--- src/rtl/alu_resp_router_if.sv ---
// Dispatch/completion/response bundle between the ALU return path and alu_resp_router.
// master drives dispatch and completion strobes; slave (the router) drives per-port responses.
interface alu_resp_router_if #(parameter int DATA_W = 32);
  logic              alu1_disp_vld;
  logic [1:0]        alu1_disp_req_id;
  logic              alu2_disp_vld;
  logic [1:0]        alu2_disp_req_id;
  logic              alu1_done_vld;
  logic [1:0]        alu1_done_req_id;
  logic [1:0]        alu1_done_resp;
  logic [DATA_W-1:0] alu1_done_data;
  logic              alu2_done_vld;
  logic [1:0]        alu2_done_req_id;
  logic [1:0]        alu2_done_resp;
  logic [DATA_W-1:0] alu2_done_data;
  logic [1:0]        out_resp1, out_resp2, out_resp3, out_resp4;
  logic [DATA_W-1:0] out_data1, out_data2, out_data3, out_data4;
  logic [3:0]        port_busy;
  logic              prot_err;

  modport master (
    output alu1_disp_vld, alu1_disp_req_id, alu2_disp_vld, alu2_disp_req_id,
           alu1_done_vld, alu1_done_req_id, alu1_done_resp, alu1_done_data,
           alu2_done_vld, alu2_done_req_id, alu2_done_resp, alu2_done_data,
    input  out_resp1, out_resp2, out_resp3, out_resp4,
           out_data1, out_data2, out_data3, out_data4, port_busy, prot_err
  );

  modport slave (
    input  alu1_disp_vld, alu1_disp_req_id, alu2_disp_vld, alu2_disp_req_id,
           alu1_done_vld, alu1_done_req_id, alu1_done_resp, alu1_done_data,
           alu2_done_vld, alu2_done_req_id, alu2_done_resp, alu2_done_data,
    output out_resp1, out_resp2, out_resp3, out_resp4,
           out_data1, out_data2, out_data3, out_data4, port_busy, prot_err
  );
endinterface

--- src/rtl/alu_resp_router.sv ---
// Routes ALU1/ALU2 completions back to the owning requester port as one-cycle responses.
// Define ALU_RESP_ROUTER_TIMEOUT_EN to add a per-port watchdog that answers lost completions with 11.
module alu_resp_router_port #(
  parameter int DATA_W      = 32,
  parameter int TIMEOUT_CYC = 64
) (
  input  logic              c_clk,
  input  logic              reset,
  input  logic              disp1,
  input  logic              disp2,
  input  logic              done1,
  input  logic              done2,
  input  logic [1:0]        resp1,
  input  logic [1:0]        resp2,
  input  logic [DATA_W-1:0] data1,
  input  logic [DATA_W-1:0] data2,
  output logic [1:0]        out_resp,
  output logic [DATA_W-1:0] out_data,
  output logic              busy,
  output logic              err
);
  typedef enum logic [1:0] {IDLE, BUSY, RESP} state_t;

  if (TIMEOUT_CYC < 2 || TIMEOUT_CYC > 255) begin : g_bad_timeout
    $error("alu_resp_router: TIMEOUT_CYC must be within 2..255");
  end

  state_t            state, state_nx;
  logic [1:0]        hold_resp, hold_resp_nx;
  logic [DATA_W-1:0] hold_data, hold_data_nx;
`ifdef ALU_RESP_ROUTER_TIMEOUT_EN
  localparam logic [7:0] CNT_LAST = 8'(TIMEOUT_CYC - 1);
  logic [7:0] cnt, cnt_nx;
`endif

  always_ff @(negedge c_clk) begin
    if (reset) begin
      state     <= IDLE;
      hold_resp <= '0;
      hold_data <= '0;
`ifdef ALU_RESP_ROUTER_TIMEOUT_EN
      cnt       <= '0;
`endif
    end else begin
      state     <= state_nx;
      hold_resp <= hold_resp_nx;
      hold_data <= hold_data_nx;
`ifdef ALU_RESP_ROUTER_TIMEOUT_EN
      cnt       <= cnt_nx;
`endif
    end
  end

  always_comb begin
    state_nx     = state;
    hold_resp_nx = hold_resp;
    hold_data_nx = hold_data;
    err          = 1'b0;
`ifdef ALU_RESP_ROUTER_TIMEOUT_EN
    cnt_nx       = cnt;
`endif
    if (disp1 && disp2) err = 1'b1;
    if (done1 && done2) err = 1'b1;
    if (done1 && (resp1 == 2'b00 || resp1 == 2'b11)) err = 1'b1;
    if (done2 && (resp2 == 2'b00 || resp2 == 2'b11)) err = 1'b1;
    case (state)
      IDLE: begin
        if (done1 || done2) err = 1'b1;
        if (disp1 || disp2) begin
          state_nx = BUSY;
`ifdef ALU_RESP_ROUTER_TIMEOUT_EN
          cnt_nx   = '0;
`endif
        end
      end
      BUSY: begin
        if (disp1 || disp2) err = 1'b1;
`ifdef ALU_RESP_ROUTER_TIMEOUT_EN
        if (cnt != 8'hFF) cnt_nx = cnt + 8'd1;
`endif
        // ALU1 wins a same-cycle double completion; a real done also beats the watchdog.
        if (done1) begin
          hold_resp_nx = resp1;
          hold_data_nx = data1;
          state_nx     = RESP;
        end else if (done2) begin
          hold_resp_nx = resp2;
          hold_data_nx = data2;
          state_nx     = RESP;
        end
`ifdef ALU_RESP_ROUTER_TIMEOUT_EN
        else if (cnt == CNT_LAST) begin
          hold_resp_nx = 2'b11;
          hold_data_nx = '0;
          state_nx     = RESP;
        end
`endif
      end
      RESP: begin
        if (disp1 || disp2 || done1 || done2) err = 1'b1;
        state_nx = IDLE;
      end
      default: state_nx = IDLE;
    endcase
  end

  always_ff @(negedge c_clk) begin
    if (reset) begin
      out_resp <= '0;
      out_data <= '0;
      busy     <= 1'b0;
    end else begin
      busy     <= (state != IDLE);
      out_resp <= (state == RESP) ? hold_resp : 2'b00;
      out_data <= (state == RESP && hold_resp != 2'b00) ? hold_data : '0;
    end
  end
endmodule

module alu_resp_router #(
  parameter int DATA_W      = 32,
  parameter int TIMEOUT_CYC = 64
) (
  input logic               c_clk,
  input logic               reset,
  alu_resp_router_if.slave  bus
);
  logic [3:0][1:0]        resp;
  logic [3:0][DATA_W-1:0] data;
  logic [3:0]             busy;
  logic [3:0]             err;
  logic                   prot_err;

  for (genvar i = 0; i < 4; i++) begin : g_port
    alu_resp_router_port #(.DATA_W(DATA_W), .TIMEOUT_CYC(TIMEOUT_CYC)) u_port (
      .c_clk    (c_clk),
      .reset    (reset),
      .disp1    (bus.alu1_disp_vld && bus.alu1_disp_req_id == 2'(i)),
      .disp2    (bus.alu2_disp_vld && bus.alu2_disp_req_id == 2'(i)),
      .done1    (bus.alu1_done_vld && bus.alu1_done_req_id == 2'(i)),
      .done2    (bus.alu2_done_vld && bus.alu2_done_req_id == 2'(i)),
      .resp1    (bus.alu1_done_resp),
      .resp2    (bus.alu2_done_resp),
      .data1    (bus.alu1_done_data),
      .data2    (bus.alu2_done_data),
      .out_resp (resp[i]),
      .out_data (data[i]),
      .busy     (busy[i]),
      .err      (err[i])
    );
  end

  always_ff @(negedge c_clk) begin
    if (reset)     prot_err <= 1'b0;
    else if (|err) prot_err <= 1'b1;
  end

  assign bus.out_resp1 = resp[0];
  assign bus.out_resp2 = resp[1];
  assign bus.out_resp3 = resp[2];
  assign bus.out_resp4 = resp[3];
  assign bus.out_data1 = data[0];
  assign bus.out_data2 = data[1];
  assign bus.out_data3 = data[2];
  assign bus.out_data4 = data[3];
  assign bus.port_busy = busy;
  assign bus.prot_err  = prot_err;
endmodule

--- src/flat_wrapper.sv ---
// flat-port wrapper written by rule: the top's interface ports become plain ports
module alu_resp_router_flat 
#(
  parameter int DATA_W      = 32,
  parameter int TIMEOUT_CYC = 64
)
  (c_clk, reset, bus_alu1_disp_vld, bus_alu1_disp_req_id, bus_alu2_disp_vld, bus_alu2_disp_req_id, bus_alu1_done_vld, bus_alu1_done_req_id, bus_alu1_done_resp, bus_alu1_done_data, bus_alu2_done_vld, bus_alu2_done_req_id, bus_alu2_done_resp, bus_alu2_done_data, bus_out_resp1, bus_out_resp2, bus_out_resp3, bus_out_resp4, bus_out_data1, bus_out_data2, bus_out_data3, bus_out_data4, bus_port_busy, bus_prot_err);
  alu_resp_router_if #(.DATA_W(DATA_W)) bus_i ();
  input logic c_clk;
  input logic reset;
  input wire logic [$bits(bus_i.alu1_disp_vld)-1:0] bus_alu1_disp_vld;
  input wire logic [$bits(bus_i.alu1_disp_req_id)-1:0] bus_alu1_disp_req_id;
  input wire logic [$bits(bus_i.alu2_disp_vld)-1:0] bus_alu2_disp_vld;
  input wire logic [$bits(bus_i.alu2_disp_req_id)-1:0] bus_alu2_disp_req_id;
  input wire logic [$bits(bus_i.alu1_done_vld)-1:0] bus_alu1_done_vld;
  input wire logic [$bits(bus_i.alu1_done_req_id)-1:0] bus_alu1_done_req_id;
  input wire logic [$bits(bus_i.alu1_done_resp)-1:0] bus_alu1_done_resp;
  input wire logic [$bits(bus_i.alu1_done_data)-1:0] bus_alu1_done_data;
  input wire logic [$bits(bus_i.alu2_done_vld)-1:0] bus_alu2_done_vld;
  input wire logic [$bits(bus_i.alu2_done_req_id)-1:0] bus_alu2_done_req_id;
  input wire logic [$bits(bus_i.alu2_done_resp)-1:0] bus_alu2_done_resp;
  input wire logic [$bits(bus_i.alu2_done_data)-1:0] bus_alu2_done_data;
  output wire logic [$bits(bus_i.out_resp1)-1:0] bus_out_resp1;
  output wire logic [$bits(bus_i.out_resp2)-1:0] bus_out_resp2;
  output wire logic [$bits(bus_i.out_resp3)-1:0] bus_out_resp3;
  output wire logic [$bits(bus_i.out_resp4)-1:0] bus_out_resp4;
  output wire logic [$bits(bus_i.out_data1)-1:0] bus_out_data1;
  output wire logic [$bits(bus_i.out_data2)-1:0] bus_out_data2;
  output wire logic [$bits(bus_i.out_data3)-1:0] bus_out_data3;
  output wire logic [$bits(bus_i.out_data4)-1:0] bus_out_data4;
  output wire logic [$bits(bus_i.port_busy)-1:0] bus_port_busy;
  output wire logic [$bits(bus_i.prot_err)-1:0] bus_prot_err;
  assign bus_i.alu1_disp_vld = bus_alu1_disp_vld;
  assign bus_i.alu1_disp_req_id = bus_alu1_disp_req_id;
  assign bus_i.alu2_disp_vld = bus_alu2_disp_vld;
  assign bus_i.alu2_disp_req_id = bus_alu2_disp_req_id;
  assign bus_i.alu1_done_vld = bus_alu1_done_vld;
  assign bus_i.alu1_done_req_id = bus_alu1_done_req_id;
  assign bus_i.alu1_done_resp = bus_alu1_done_resp;
  assign bus_i.alu1_done_data = bus_alu1_done_data;
  assign bus_i.alu2_done_vld = bus_alu2_done_vld;
  assign bus_i.alu2_done_req_id = bus_alu2_done_req_id;
  assign bus_i.alu2_done_resp = bus_alu2_done_resp;
  assign bus_i.alu2_done_data = bus_alu2_done_data;
  assign bus_out_resp1 = bus_i.out_resp1;
  assign bus_out_resp2 = bus_i.out_resp2;
  assign bus_out_resp3 = bus_i.out_resp3;
  assign bus_out_resp4 = bus_i.out_resp4;
  assign bus_out_data1 = bus_i.out_data1;
  assign bus_out_data2 = bus_i.out_data2;
  assign bus_out_data3 = bus_i.out_data3;
  assign bus_out_data4 = bus_i.out_data4;
  assign bus_port_busy = bus_i.port_busy;
  assign bus_prot_err = bus_i.prot_err;
  alu_resp_router #(.DATA_W(DATA_W), .TIMEOUT_CYC(TIMEOUT_CYC)) u_core (.c_clk(c_clk), .reset(reset), .bus(bus_i));
endmodule
--- config.mk ---
export PLATFORM = sky130hd
export DESIGN_NAME = alu_resp_router_flat
export DESIGN_NICKNAME = d
export VERILOG_FILES = /design/src/rtl/alu_resp_router_if.sv /design/src/rtl/alu_resp_router.sv /design/src/flat_wrapper.sv
export SDC_FILE = /design/constraint.sdc
export NUM_CORES = 1
export LEC_CHECK = 0
export BUFFER_PORTS_ARGS = -buffer_cell sky130_fd_sc_hd__buf_2
export CAP_MARGIN = 20
export CORE_MARGIN = 5
export CORE_UTILIZATION = 54
export CTS_CLUSTER_SIZE = 25
export DETAILED_ROUTE_END_ITERATION = 8
export HOLD_SLACK_MARGIN = 0.08
export PLACE_DENSITY = 0.88
export RECOVER_POWER = 25
export SYNTH_ARGS = -nofsm -noshare
export SYNTH_HDL_FRONTEND = slang
export SYNTH_SLANG_ARGS = --single-unit
export TNS_END_PERCENT = 50
--- constraint.sdc ---
create_clock -name c_clk -period 2.45 [get_ports c_clk]
set_clock_uncertainty 0.15 [all_clocks]
set_input_delay 0.49 -clock c_clk [delete_from_list [all_inputs] [get_ports c_clk]]
set_output_delay 0.49 -clock c_clk [all_outputs]
set_load 0.01 [all_outputs]
==> metrics.txt, run 1 <==
outcome=finished, violations left; failing checks=setup timing; CP Depth=1; multi-input logic area=5200 µm²; worst skew pair latency=approximately 650 ps; I/O pin total=223; Clock Tree Root=clkbuf_16; Post-Route WL=42.8 mm; syn_nets=1072; Critical Path Source=u_core.g_port[1].u_port.out_data[19]$_SDFF_NP0_; Final ANT Viol Nets=0; Worst VDD drop=0.761 mV; Lkg Pwr=8.00 nW; Bufs and invs on worst path=1; final core utilization=0.853; critical path, cell by cell=buf_6; I/O Buffers=222; CTS sink count=around 290; Fin. Hold Viols=0; CTS Buf Count=30; CP max stage cell=dfxtp_2; vias in the first global route=approximately 11000; vias post-DR=10600; DP HPWL=18.7 mm; register-to-register setup slack=190 ps; pwr dens=763 nW/µm²; die width=about 150 µm; Max H-tree Level=1; area leader, netlist=dfxtp_1; number of DRC markers in iteration 0=985; Worst R2R Start=u_core.g_port[1].u_port.state[0]$_SDFFE_NP0P_; largest net degree at the start of global routing=77; maximum buffer depth of the clock tree=3; CORE AREA=between 15000 and 20000 µm²; Filler cells=898; Residual DRC=0; register area=5820 µm²; Worst-Margin Slew=1060 ps; Async SR Flop Fraction=0; row count=between 50 and 60; Worst Path Required=1810 ps; Pre-antenna DRT Iters=5; R2R cell count=4; final worst slack=-525 ps; Primary FF master, synth=dfxtp_1; Final #Nets=1637; Avg Cell Area, Syn=10.9 µm²; worst setup path end=bus_out_data2[19]; crit-path leading delay family=flip-flops; first-pass GRT wire length=around 57 mm; clock slew at reported path FFs=around 100 ps; CP Class=register to output pin; Syn Inst Count=990; die area=22900 µm²; Synth top area share=0.530; reg2reg end=u_core.g_port[1].u_port.out_data[26]$_SDFF_NP0_; RSZ-0062 raised after global routing=yes; Synth area leaders=dfxtp_1 53%, mux2i_1 13%, a211oi_2 7.9%, nor2b_1 7.6%, nor2_1 5.3%; Post-synth EDFFs=0; Max FO, Critical Path=1; Final Instance Area=around 17000 µm²; initial antenna violation count=3; Synth Warn #=0; crit-path max cell delay=370 ps; TritonCTS clock tree=built; Seq/Total Area, Yosys=0.530; Initial Util=0.552; most frequent cell after synthesis=dfxtp_1; WL/cell=23.2 µm; vias per std cell=~5.7; Slew Limit Fails=0; max_cap viols=0; DIE HEIGHT=151 µm; Synth cell types=42; Cell Area, Placed=12800 µm²; share of layout cells above drive strength 1=0.408; CP Launch Type=register; relative slew slack=0.294; Cell Area, Synth=about 11000 µm²; gpl congestion=0.834; Critical Path End Type=output pin; final setup vio count=390; HP Class=register to register; register bit total from synthesis=285; GRT Util Overall=0.318; grt total ovfl=0; P&R area growth vs syn=54.6%; top cells by count, synth=285 x dfxtp_1, 151 x nor2_1, 139 x mux2i_1; CP arrival=2330 ps
-- worst min-delay path by stage --
stage / end / startpoint / slack (ps) / depth (start not counted)
3_5_place_dp: u_core.g_port[3].u_port.out_data[31]$_SDFF_NP0_ / u_core.g_port[3].u_port.hold_data[31]$_SDFFE_NP0P_ / 300 / 1
2_1_floorplan: u_core.g_port[0].u_port.state[0]$_SDFFE_NP0P_ / u_core.g_port[0].u_port.state[1]$_SDFFE_NP0P_ / 290 / 1
3_3_place_gp: u_core.g_port[3].u_port.out_data[27]$_SDFF_NP0_ / u_core.g_port[3].u_port.hold_data[27]$_SDFFE_NP0P_ / 290 / 1
4_1_cts: u_core.g_port[3].u_port.out_data[29]$_SDFF_NP0_ / u_core.g_port[3].u_port.hold_data[29]$_SDFFE_NP0P_ / 290 / 1
5_1_grt: u_core.g_port[0].u_port.out_data[12]$_SDFF_NP0_ / u_core.g_port[0].u_port.hold_data[12]$_SDFFE_NP0P_ / 290 / 1
6_report: u_core.g_port[0].u_port.out_data[12]$_SDFF_NP0_ / u_core.g_port[0].u_port.hold_data[12]$_SDFFE_NP0P_ / 270 / 1
-- state kept, by name (all words and copies together), names as in the netlist --
| name | flops |
|---|---|
| u_core.g_port.u_port.state | 8 |
| u_core.g_port.u_port.hold_resp | 8 |
| u_core.g_port.u_port.out_data | 128 |
| u_core.g_port.u_port.out_resp | 8 |
| u_core.bus.prot_err | 1 |
| u_core.g_port.u_port.hold_data | 128 |
| u_core.g_port.u_port.busy | 4 |
-- cells by family after synthesis --
logic type / count (synthesis) / synth area share
AND/OR/NAND/NOR: 322 / 0.156
AO/OA/AOI/OAI: 155 / 0.139
XOR/XNOR: 5 / 0.00407
buffers and inverters: 84 / 0.0424
multiplexers: 139 / 0.129
flip-flops: 285 / 0.530
-- routing by layer --
layer	track usage	vias up	routed length, µm
li1	-	4568	-
met1	0.319	5094	14500
met2	0.573	734	22000
met3	0.107	204	3890
met4	0.180	2	2400
met5	0	-	13
-- through the flow --
step	setup TNS, ps	hold WS (ps)	power, mW	instances	setup WS, ps
after floorplan	-129430	286	6.08	990	-702
final	-115920	274	12.7	1847	-525
after CTS	-89510	287	12.3	1831	-491
after global routing	-127450	289	13.3	1846	-535
after global placement	-170960	294	6.32	1468	-815
after detailed placement	-182690	303	6.35	1468	-887
-- where the power goes --
part           leakage [nW]  switching, mW  internal [mW]  total (mW)
combinational          3.65          0.548          0.441       0.989
sequential             2.35         0.0718           4.75        4.82
clock                  2.00           3.69           3.20        6.89
total                  8.00           4.31           8.39        12.7
-- what timing repair did --
item | CTS | global route
cloned | 9 | 10
hold buffers | 0 | 0
setup endpoints to repair | 312 | 328
setup buffers | 14 | 7
pin swaps | 72 | 29
resized for setup | 180 | 144
-- placed cells by master, fill, tap and decap left out, drive strengths merged, types with 2 or more instances in the layout --
master,count
diode,3
bufinv,3
nand2b,6
a21oi,5
and3,2
nand2,5
nor4b,2
clkinvlp,10
buf,315
clkinv,4
nor2,152
and4bb,2
nand3b,2
dfxtp,285
clkbuf,43
mux2i,139
o22ai,2
nand3,2
o21ai,3
xor2,3
nor2b,131
xnor2,2
nor3,7
nor4bb,2
o21a,2
inv,298
nor3b,5
a211oi,136
-- layout make-up --
class                      count  share of cell area
inverter                       4            0.000902
timing repair buffer         328               0.193
tap                          265              0.0199
multi-input combinational    621               0.312
antenna                        3            0.000451
clock buffer                  30              0.0451
clock inverter               311              0.0781
sequential                   285               0.350
(Power assumes the default switching activity.)
==> run 2, diff against run 1 <==
--- a/config.mk
+++ b/config.mk
@@ -11,7 +11,6 @@
 export CORE_UTILIZATION = 54
 export CTS_CLUSTER_SIZE = 25
 export DETAILED_ROUTE_END_ITERATION = 8
-export HOLD_SLACK_MARGIN = 0.08
 export PLACE_DENSITY = 0.88
 export RECOVER_POWER = 25
 export SYNTH_ARGS = -nofsm -noshare
==> constraint.sdc (replaced) <==
create_clock -name c_clk -period 3.4 [get_ports c_clk]
set_clock_uncertainty 0.15 [all_clocks]
set_input_delay 0.68 -clock c_clk [delete_from_list [all_inputs] [get_ports c_clk]]
set_output_delay 0.68 -clock c_clk [all_outputs]
set_load 0.01 [all_outputs]
==> run 2 against run 1 <==
Compared with the run above:
- the flow still finishes with violations (setup timing)
- register-to-register slack improved by 1300 ps
- worst hold slack got worse by 22 ps
- design area is 6.1% lower
- setup slack improved by 260 ps
- routed wire length down 14%
- clock-buffer cell count unchanged
- largest cell class unchanged
- first-iteration DRC count is 32% lower
- non-clock buffer count fell by 31
- largest power group unchanged
- core utilization shrank 5.2 points
==> metrics.txt, run 2 (synthesized netlist as in run 1, its figures left out) <==
outcome=finished, violations left; failing checks=setup timing; Hold Path Depth=1 (unchanged); CTS Buf Count=30 (unchanged); GRT Util Overall=0.285 (-0.0330); Final Instance Area=15600 µm² (-6.1%); Worst-Margin Slew=606 ps (-450 ps); share of layout cells above drive strength 1=0.357 (-0.0506); reg2reg end=u_core.g_port[0].u_port.out_data[12]$_SDFF_NP0_; number of DRC markers in iteration 0=668 (-32%); Worst R2R Start=u_core.g_port[0].u_port.state[0]$_SDFFE_NP0P_; RSZ-0062 raised after global routing=yes; gpl congestion=0.822 (-1.4%); crit-path leading delay family=flip-flops; I/O pin total=223 (unchanged); final worst slack=-260 ps (+264 ps); Met1 Wirelength=13.0 mm (-10%); largest net degree at the start of global routing=59 (-23%); pwr dens=569 nW/µm² (-25%); Final #Nets=1606 (-1.9%); grt total ovfl=0 (unchanged); Bufs and invs on worst path=1 (unchanged); Initial Util=0.552 (unchanged); Final ANT Viol Nets=0 (unchanged); I/O Buffers=222 (unchanged); worst skew pair latency=650 ps (about the same); Critical Path End Type=output pin; Cell Area, Placed=12800 µm² (about the same); register-to-register setup slack=1500 ps (+1310 ps); DP HPWL=18.7 mm (about the same); HP Class=register to register; Worst Hold Endpoint=u_core.g_port[2].u_port.out_data[18]$_SDFF_NP0_; die area=22900 µm² (unchanged); Hold Crit Start=u_core.g_port[2].u_port.hold_data[18]$_SDFFE_NP0P_; Worst VDD drop=0.446 mV (-41%); maximum buffer depth of the clock tree=3 (unchanged); CORE AREA=19500 µm² (unchanged); Lkg Pwr=7.60 nW (-5.0%); Residual DRC=0 (unchanged); crit-path max cell delay=370 ps (about the same); Worst Path Required=2570 ps (+760 ps); initial antenna violation count=3 (unchanged); row count=51 (unchanged); most frequent cells in the layout=301 x inv_1, 193 x dfxtp_1, 139 x mux2i_1, 130 x nor2b_1, 128 x buf_2; WL/cell=20.2 µm (-13%); die width=151 µm (unchanged); leading cell type in the layout, fill and taps excluded=inv_1; Largest regs=u_core.g_port.u_port.hold_data: 128 flops, u_core.g_port.u_port.out_data: 128 flops; vias in the first global route=11000 (-4.1%); Max FO, Critical Path=1 (unchanged); R2R cell count=6 (+2); TritonCTS clock tree=built; CP arrival=2830 ps (+500 ps); Max H-tree Level=1 (unchanged); CP max stage cell=dfxtp_2; Slew Limit Fails=0 (unchanged); max_cap viols=0 (unchanged); met2 wire length=19.2 mm (-13%); clock slew at reported path FFs=100 ps (about the same); Clock Tree Root=clkbuf_16; critical path, cell by cell=buf_6; DIE HEIGHT=151 µm (unchanged); met3 wire len=2.81 mm (-28%); CTS sink count=285 (unchanged); highest routing layer actually used=met4; Post-Route WL=36.7 mm (-14%); vias post-DR=9991 (-5.8%); first-pass GRT wire length=51.9 mm (-8.9%); final setup vio count=159 (-59%); vias per std cell=5.51 (-4.0%); CP Class=register to output pin; relative slew slack=0.596 (+0.302); worst hold slack=253 ps (-21.6 ps); P&R area growth vs syn=45.3%; CP Launch Type=register; Fin. Hold Viols=0 (unchanged); Pre-antenna DRT Iters=5 (unchanged)
## run 2: changes by cell type in the layout (fill, tap and decap cells not counted), moves of 6 or more
cell and delta:
a211oi_1 +19, a211oi_2 -19, buf_12 -8, buf_16 -8, buf_2 +7, buf_4 -7
buf_6 -9, buf_8 -8, inv_1 +6, nor2_1 +15, nor2_4 -19
## run 2: report_power, final
part | switching [mW] | internal, mW | leakage [nW]
Clock | 2.48 | 2.35 | 2.02
Sequential | 0.0450 | 3.43 | 2.35
Combinational | 0.342 | 0.258 | 3.23
Total | 2.87 | 6.03 | 7.60
## run 2: how the worst max path moves through the flow
stage,start,to,slack [ps],depth (start not counted)
3_5_place_dp,bus_alu1_done_req_id[1],u_core.g_port[1].u_port.hold_data[11]$_SDFFE_NP0P_,-650,7
6_report,u_core.g_port[1].u_port.out_data[3]$_SDFF_NP0_,bus_out_data2[3],-260,1
3_3_place_gp,bus_alu1_done_req_id[1],u_core.g_port[1].u_port.hold_data[10]$_SDFFE_NP0P_,-540,6
4_1_cts,u_core.g_port[1].u_port.out_data[3]$_SDFF_NP0_,bus_out_data2[3],-220,1
5_1_grt,u_core.g_port[1].u_port.out_data[3]$_SDFF_NP0_,bus_out_data2[3],-290,1
2_1_floorplan,bus_alu1_done_req_id[1],u_core.g_port[1].u_port.hold_data[3]$_SDFFE_NP0P_,-420,7
## run 2: layer usage
metal  GRT usage  up-vias
met5           0        -
met4       0.183        0
met3      0.0963      141
met2       0.497      551
met1       0.292     4799
li1            -     4500
## run 2: area by class of cell
| class | instances | area [µm²] |
|---|---|---|
| multi-input cells | 621 | 4900 |
| flip-flops and latches | 285 | 5820 |
| clock buffers | 30 | 751 |
| well taps | 265 | 332 |
| clock inverters | 308 | 1280 |
| inverters | 4 | 15.0 |
| fillers | 1051 | 3880 |
| repair buffers | 297 | 2530 |
| diodes | 4 | 10.0 |
## run 2: per-stage QoR
| stage | setup TNS [ps] | setup WS, ps | cells | util | power, mW |
|---|---|---|---|---|---|
| after floorplan | -52770 | -417 | 990 | - | 4.38 |
| after global placement | -77680 | -544 | 1467 | 0.657 | 4.55 |
| after detailed placement | -91510 | -647 | 1467 | 0.657 | 4.57 |
| after CTS | -23300 | -219 | 1804 | 0.783 | 8.78 |
| after global routing | -30550 | -287 | 1814 | 0.801 | 9.34 |
| final | -22590 | -260 | 1814 | 0.801 | 8.90 |
## run 2: repair_timing
item                       in CTS  in global routing
pin swaps                       8                 28
cloned                          0                  3
hold buffers                    0                  0
resized for setup             115                 99
buffers inserted                0                  3
setup endpoints to repair     169                230
